$ cat config.mk
export PLATFORM = sky130hd
export DESIGN_NAME = inst_queue
export DESIGN_NICKNAME = d
export VERILOG_FILES = /design/src/rtl/inst_queue_pkg.sv /design/src/rtl/iq_ram.sv /design/src/rtl/inst_queue.sv
export SDC_FILE = /design/constraint.sdc
export NUM_CORES = 1
export LEC_CHECK = 0
export CORE_ASPECT_RATIO = 1.4
export CORE_UTILIZATION = 49
export CTS_CLUSTER_DIAMETER = 150
export DETAILED_ROUTE_END_ITERATION = 16
export GPL_TIMING_DRIVEN = 1
export PLACE_DENSITY = 0.8
export SETUP_SLACK_MARGIN = 0.1
export SKIP_CTS_REPAIR_TIMING = 1
export SYNTH_ARGS = -nofsm -noshare
export SYNTH_HDL_FRONTEND = slang
export SYNTH_HIERARCHICAL = 1
export SYNTH_SLANG_ARGS = --single-unit
$ cat constraint.sdc
create_clock -name clk -period 6.2 [get_ports clk]
set_input_delay 0.62 -clock clk [delete_from_list [all_inputs] [get_ports clk]]
set_output_delay 0.62 -clock clk [all_outputs]
set_load 0.005 [all_outputs]
$ cat src/rtl/inst_queue_pkg.sv
// Shared definitions for the IF->ID instruction queue.
package inst_queue_pkg;

  // The IF->ID beat width: 64 bits ({inst, pc}).
  localparam int IQ_WIDTH_DEFAULT = 64;

  localparam int IQ_DEPTH_DEFAULT = 4;

  // Layout of one IF->ID beat.
  typedef struct packed {
    logic [31:0] inst;
    logic [31:0] pc;
  } if2id_t;

  // Occupancy width for a queue of the given depth (0..depth inclusive).
  function automatic int iq_count_width(input int depth);
    return $clog2(depth) + 1;
  endfunction

endpackage

$ cat src/rtl/iq_ram.sv
// Queue storage: one synchronous write port, one asynchronous read port.
// Contents are deliberately not reset; the pointer logic never exposes an
// entry that has not been written since the last reset/flush.
module iq_ram #(
  parameter int DEPTH = 4,
  parameter int WIDTH = 64
) (
  input  logic                     clk,
  input  logic                     we_i,
  input  logic [$clog2(DEPTH)-1:0] waddr_i,
  input  logic [WIDTH-1:0]         wdata_i,
  input  logic [$clog2(DEPTH)-1:0] raddr_i,
  output logic [WIDTH-1:0]         rdata_o
);

  logic [WIDTH-1:0] mem_q [DEPTH];

  // Write the incoming beat into its slot.
  always_ff @(posedge clk) begin
    if (we_i) begin
      mem_q[waddr_i] <= wdata_i;
    end
  end

  assign rdata_o = mem_q[raddr_i];

endmodule

$ cat src/rtl/inst_queue.sv
// Instruction queue between fetch and decode: a small circular FIFO with
// flush/branch redirect clearing and a head entry presented to the decoder.
module inst_queue
  import inst_queue_pkg::*;
#(
  parameter int DEPTH = IQ_DEPTH_DEFAULT,
  parameter int WIDTH = IQ_WIDTH_DEFAULT
) (
  input  logic                       clk,
  input  logic                       resetn,
  input  logic                       flush,
  input  logic                       br_taken,
  input  logic                       if_to_id_valid,
  input  logic [WIDTH-1:0]           if_to_id_zip,
  output logic                       id_allowin,
  output logic                       iq_valid,
  output logic [WIDTH-1:0]           iq_zip,
  input  logic                       dec_allowin,
  output logic [$clog2(DEPTH):0]     iq_count
);

  localparam int PW = $clog2(DEPTH);
  localparam int CW = iq_count_width(DEPTH);

  logic [PW-1:0] wptr_q, wptr_d;
  logic [PW-1:0] rptr_q, rptr_d;
  logic [CW-1:0] count_q, count_d;

  logic kill;
  logic push;
  logic pop;

  // Either redirect source empties the queue; a flush and a branch have the
  // same effect, so they are simply merged.
  assign kill = flush | br_taken;

  // Acceptance depends only on registered occupancy, never on dec_allowin,
  // so a slot freed by a pop is offered to IF one cycle later.
  assign id_allowin = resetn & (count_q != CW'(DEPTH));
  assign iq_valid   = resetn & (count_q != '0) & ~kill;

  assign push = if_to_id_valid & id_allowin & ~kill;
  assign pop  = iq_valid & dec_allowin;

  assign iq_count = count_q;

  // Next-state pointers and occupancy; redirect returns everything to zero.
  always_comb begin
    wptr_d  = wptr_q;
    rptr_d  = rptr_q;
    count_d = count_q;
    if (kill) begin
      wptr_d  = '0;
      rptr_d  = '0;
      count_d = '0;
    end else begin
      if (push) wptr_d = wptr_q + PW'(1);
      if (pop)  rptr_d = rptr_q + PW'(1);
      count_d = count_q + CW'(push) - CW'(pop);
    end
  end

  // Register pointers and occupancy with synchronous active-low reset.
  always_ff @(posedge clk) begin
    if (!resetn) begin
      wptr_q  <= '0;
      rptr_q  <= '0;
      count_q <= '0;
    end else begin
      wptr_q  <= wptr_d;
      rptr_q  <= rptr_d;
      count_q <= count_d;
    end
  end

  // Head entry is read asynchronously at the read pointer; a beat written
  // this cycle becomes visible only after the write edge, so no bypass.
  iq_ram #(
    .DEPTH (DEPTH),
    .WIDTH (WIDTH)
  ) u_iq_ram (
    .clk     (clk),
    .we_i    (push),
    .waddr_i (wptr_q),
    .wdata_i (if_to_id_zip),
    .raddr_i (rptr_q),
    .rdata_o (iq_zip)
  );

endmodule

Yosys cells after proc, flatten, opt, wreduce, memory -nomap -nowiden
Memory sizes are Yosys's and may differ from the RTL's. A register that Yosys moved wholly into a read port is not among the register bits.
Index checks and enable logic that the tools add are counted.
{"block": "totals", "mem_bits_rw": 256, "word_cells": 24, "mem_count": 1, "in_bits": 70, "register_bits": 7, "output_inout_bits": 69}
{"memory": "u_iq_ram.mem_q", "depth": 4, "word_bits": 64, "read_ports": 1, "rd_clocked_by_memory_dff": 1, "wr": 1, "line": "iq_ram.sv:16", "source": "logic [WIDTH-1:0] mem_q [DEPTH];"}
{"block": "op_classes", "n_addsub": 4, "eq_ne": 1, "bitwise_logic": 9, "reduce_logical": 2, "n_mux": 4}
{"op": "$and 1x1->1", "n": 6}
{"op": "$add 2x1->2 const B", "n": 2}
{"op": "$mux 2", "n": 2}
{"op": "$add 3x1->3", "n": 1}
{"op": "$ne 3x3->1 const B", "n": 1}
{"op": "$reduce_bool 3->1", "n": 1}
{"op": "$sub 3x1->3", "n": 1}
{"op": "$mux 1", "n": 2}
{"op": "$not 1->1", "n": 2}
{"op": "$reduce_or 2->1", "n": 1}
{"op": "$or 1x1->1", "n": 1}

Longest topological paths before layout
{"block": "depth", "ltp_word": 6, "depth_mapped": 11, "mapped_depth_nobuf": 11}

Cells and area by module
Netlist, hierarchy kept.
{"mod": "iq_ram", "area_per_inst_um2": 9341.5, "n_inst": 1, "cells_per_inst": 338, "seq_area_each_um2": 7687.4}
{"mod": "inst_queue", "area_per_inst_um2": 374.1, "n_inst": 1, "cells_per_inst": 42, "seq_area_each_um2": 140.1}

Worst setup path before layout
OpenSTA, ideal clock, no wires.
{"block": "synth_path", "kind": "input-to-reg", "startpoint": "input port br_taken", "endpoint": "memory u_iq_ram.mem_q[0][0], enable pin", "setup_time_ps": 578, "slack_ps": -79, "path_stages": 2, "required_ps": 5622, "arrival_ps": 5701, "path_buffers": 0, "cell_sequence": "nor4_2 -> nor3b_1"}
{"block": "synth_via", "elab_chain_len": 5}
{"element": "start, declared", "line": "inst_queue.sv:12", "source": "input logic br_taken,"}
{"element": "$or 1x1->1", "line": "inst_queue.sv:35", "source": "assign kill = flush | br_taken;"}
{"element": "$not 1->1", "line": "inst_queue.sv:42", "source": "assign push = if_to_id_valid & id_allowin & ~kill;"}
{"element": "$and 1x1->1", "line": "inst_queue.sv:42"}
{"element": "$mux 1", "line": "iq_ram.sv:20", "source": "if (we_i) begin"}
{"element": "$mux 1 (implied by the code)", "line": "iq_ram.sv:21", "source": "mem_q[waddr_i] <= wdata_i;"}
{"element": "end, declared", "line": "iq_ram.sv:16"}
No other way between the ends.

==> results.md <==
* Setup TNS at 0 ns
* CTS clk-pin slew, worst paths at roughly 0.060 ns
* Worst Path Buf+Inv at 2
* Max Cap Viol at 0
* Register share of total power at 54.3%
* Critical Path Start Type: flop
* Combinational share of power at under 10%
* Synth cell types at 28
* Post-layout nets at ~610
* Worst-path fanout max at between 40 and 50
* Measured slew at the worst slew-check pin at between 1 and 1.5 ns
* H-tree levels at 1
* Cells after Synth at 380
* Clk_lat worst skew at between 0.5 and 0.6 ns
* First-pass GRT wire length at 26,680 um
* Port bufs at roughly 140
* Final Hold Viols at 0
* Post-DRT Antenna Nets at 0
* # fillers at approximately 1,300
* Critical Path Source: rptr_q[0]
* Met2 Use GR at 32.70%
* Slew Limit Fails at 0
* Total number of vias at ~4,400
* Setup Viol. Count Final at 0
* Starting DRT DRC Count at between 200 and 250
* Final total power at around 3.6 mW
* CP Cell Sequence: buf_4 > mux4_1 > clkdlybuf4s50_1
* Int Pwr at 2.953 mW
* Wirelength per Cell at about 22 um
* Clk buf depth at 3
* Top Ports at between 100 and 150
* Leakage at 3.787 nW
* PwrDens at just under 300 nW/um^2
* Commonest non-fill, non-tap cell in the layout: edfxtp_1
* Vias in the first global route at 4,892
* Worst r2r src: iq_count[1]
* Hold path startpoint: iq_count[2]
* Gr busiest metal: met2
* Area growth syn-to-layout at 25.15%
* Grt total ovfl at 0
* Rel. slew slack at a little under a fifth
* Syn_area_per_cell at 25.57 um^2
* Critical path's top delay family: buffers and inverters
* Post-Syn Area at 9716 um^2
* Syn_nets at between 400 and 500
* Arr. time, crit path at slightly above 3 ns
* FF+latch area at ~7800 um^2
* Status: finished, final reports clean
* Req. time, crit path at about 5.6 ns
* DRT Wirelength at about 17,000 um
* Largest net degree at the start of global routing at 66
* Die Height at ~170 um
* Routability Congestion at 0.6727
* GRT Overall Usage at 17.57%
* Post-layout min period at roughly 3.7 ns
* RSZ-0062 raised after global routing: no
* Core area at between 15,000 and 20,000 um^2
* Vias per Instance at around 5.4
* CP max stage delay at 0.89 ns
* Most frequent cells in the layout: 256 x edfxtp_1, 138 x clkdlybuf4s50_1, 60 x mux4_2, 26 x clkbuf_16, 7 x nor2_1
* Ys flop type: edfxtp_1
* Final cycle utilization of the critical path at approximately three fifths
* Worst-path cell with the longest stage delay: dfxtp_4
* Maximum clock rate at approximately 270 MHz
* Root Driver: clkbuf_16
* Total CTS buffers at 26
* Initial antenna violation count at 2
* Hold WC Path Type: reg -> reg
* Placed instance area at roughly 11,000 um^2
* Multi-input logic area at 1734 um^2
* YS warnings at 6
* Layout Skew at between 0.02 and 0.03 ns
* Die ar. at between 20,000 and 25,000 um^2
* Fraction of registers with async set/reset at 0%
* Switching share of total power at 18.23%
* Fin area at roughly 12,000 um^2
* Cell row count at 60
* GRT met1 Usage at 20.06%
* CP Class: reg -> out
* DIE WIDTH at between 100 and 150 um
* CTS tree: yes
* DRC at 0
* FF+latch count, synth at approximately 260
* Clock power share at 43.1%
* VDD IR max at between 0.2 and 0.25 mV
* EDFF count, synth at ~260
* NetSw at approximately 0.66 mW
* Worst Setup End Kind: output port
* Sink Count at around 260
* Starting Density at approximately half
* DR pass1 iterations at 4
* Post-DP HPWL at between 10,000 and 15,000 um
* Share of cells above drive strength 1 at 20.04%
* Met3 Use GR at between 3 and 4%
* Sequential element share of the synthesized area at 80.57%
==> final cells by class <==
class	count	area share, %
inverter	3	0.09261
multi-input combinational	100	14.26
clock inverter	18	1.646
clock buffer	29	5.443
sequential	263	64.44
timing repair buffer	141	11.55
antenna	1	0.02058
tap	248	2.552
==> metal layers <==
metal	vias to the layer above	share of wire, %	wire length (um)
met5	-	0.069	12
met4	2	1.8	311
met3	25	6.1	1054
met2	136	55	9537
met1	2247	37	6391
li1	1944	-	-
==> state kept, by name, indices dropped and copies added (netlist names) <==
signal / count
u_iq_ram/mem_q: 256
iq_count: 3
rptr_q: 2
wptr_q: 2
==> power by group through the flow <==
| stage | Clock, mW | Combinational (mW) | Sequential [mW] |
|---|---|---|---|
| 6_report | 1.56 | 0.0950 | 1.96 |
| 5_1_grt | 1.65 | 0.102 | 1.96 |
| 4_1_cts | 1.60 | 0.0964 | 1.96 |
| 3_5_place_dp | 0 | 0.0959 | 2.00 |
| 3_3_place_gp | 0 | 0.0912 | 2.00 |
| 2_1_floorplan | 0 | 0.0155 | 2.00 |
==> Yosys cell counts, types with 3 or more instances <==
master,instances,area share [%]
buf_12,6,1.2
mux4_2,60,14
xor2_1,3,0.27
mux4_1,4,1.1
nand2_1,3,0.12
edfxtp_1,256,79
inv_1,3,0.12
nor2_1,7,0.27
dfxtp_1,7,1.4
buf_2,6,0.31
==> cells by family after synthesis <==
family / synth area share (%)
xor+xnor: 0.2705
flops: 80.57
compound gates: 0.3735
fa+ha+maj: 0.4636
mux: 14.99
buf+inv: 1.829
simple gates: 1.507
==> worst reg2reg max path, delay by kind of cell, from the launching register on <==
| family | cells | cell delay (ns) |
|---|---|---|
| AND/OR/NAND/NOR | 4 | 0.90 |
| buffers and inverters | 3 | 0.20 |
| XOR/XNOR | 1 | 0.16 |
| adder cells (fa/ha/maj) | 3 | 0.80 |
| flip-flops | 1 | 0.51 |
==> per-stage QoR <==
step | util (%) | hold slack, ns | setup WS, ns | std cells
after floorplan | - | 0.4782 | 2.195 | 380
after global placement | 58.54 | 0.5337 | 2.923 | 755
after detailed placement | 58.54 | 0.5667 | 2.924 | 755
after CTS | 63.01 | 0.5772 | 2.358 | 802
after global routing | 63.01 | 0.6153 | 2.234 | 802
final | 63.02 | 0.5688 | 2.505 | 803
==> final timing paths <==
check,to,slack (ns),depth (start not counted)
max,iq_zip[2],2.50,3
min,iq_count[2],0.57,2
max reg2reg,iq_count[2],3.55,11
min reg2reg,iq_count[2],0.57,2
Power figures use the tool's default switching activity.
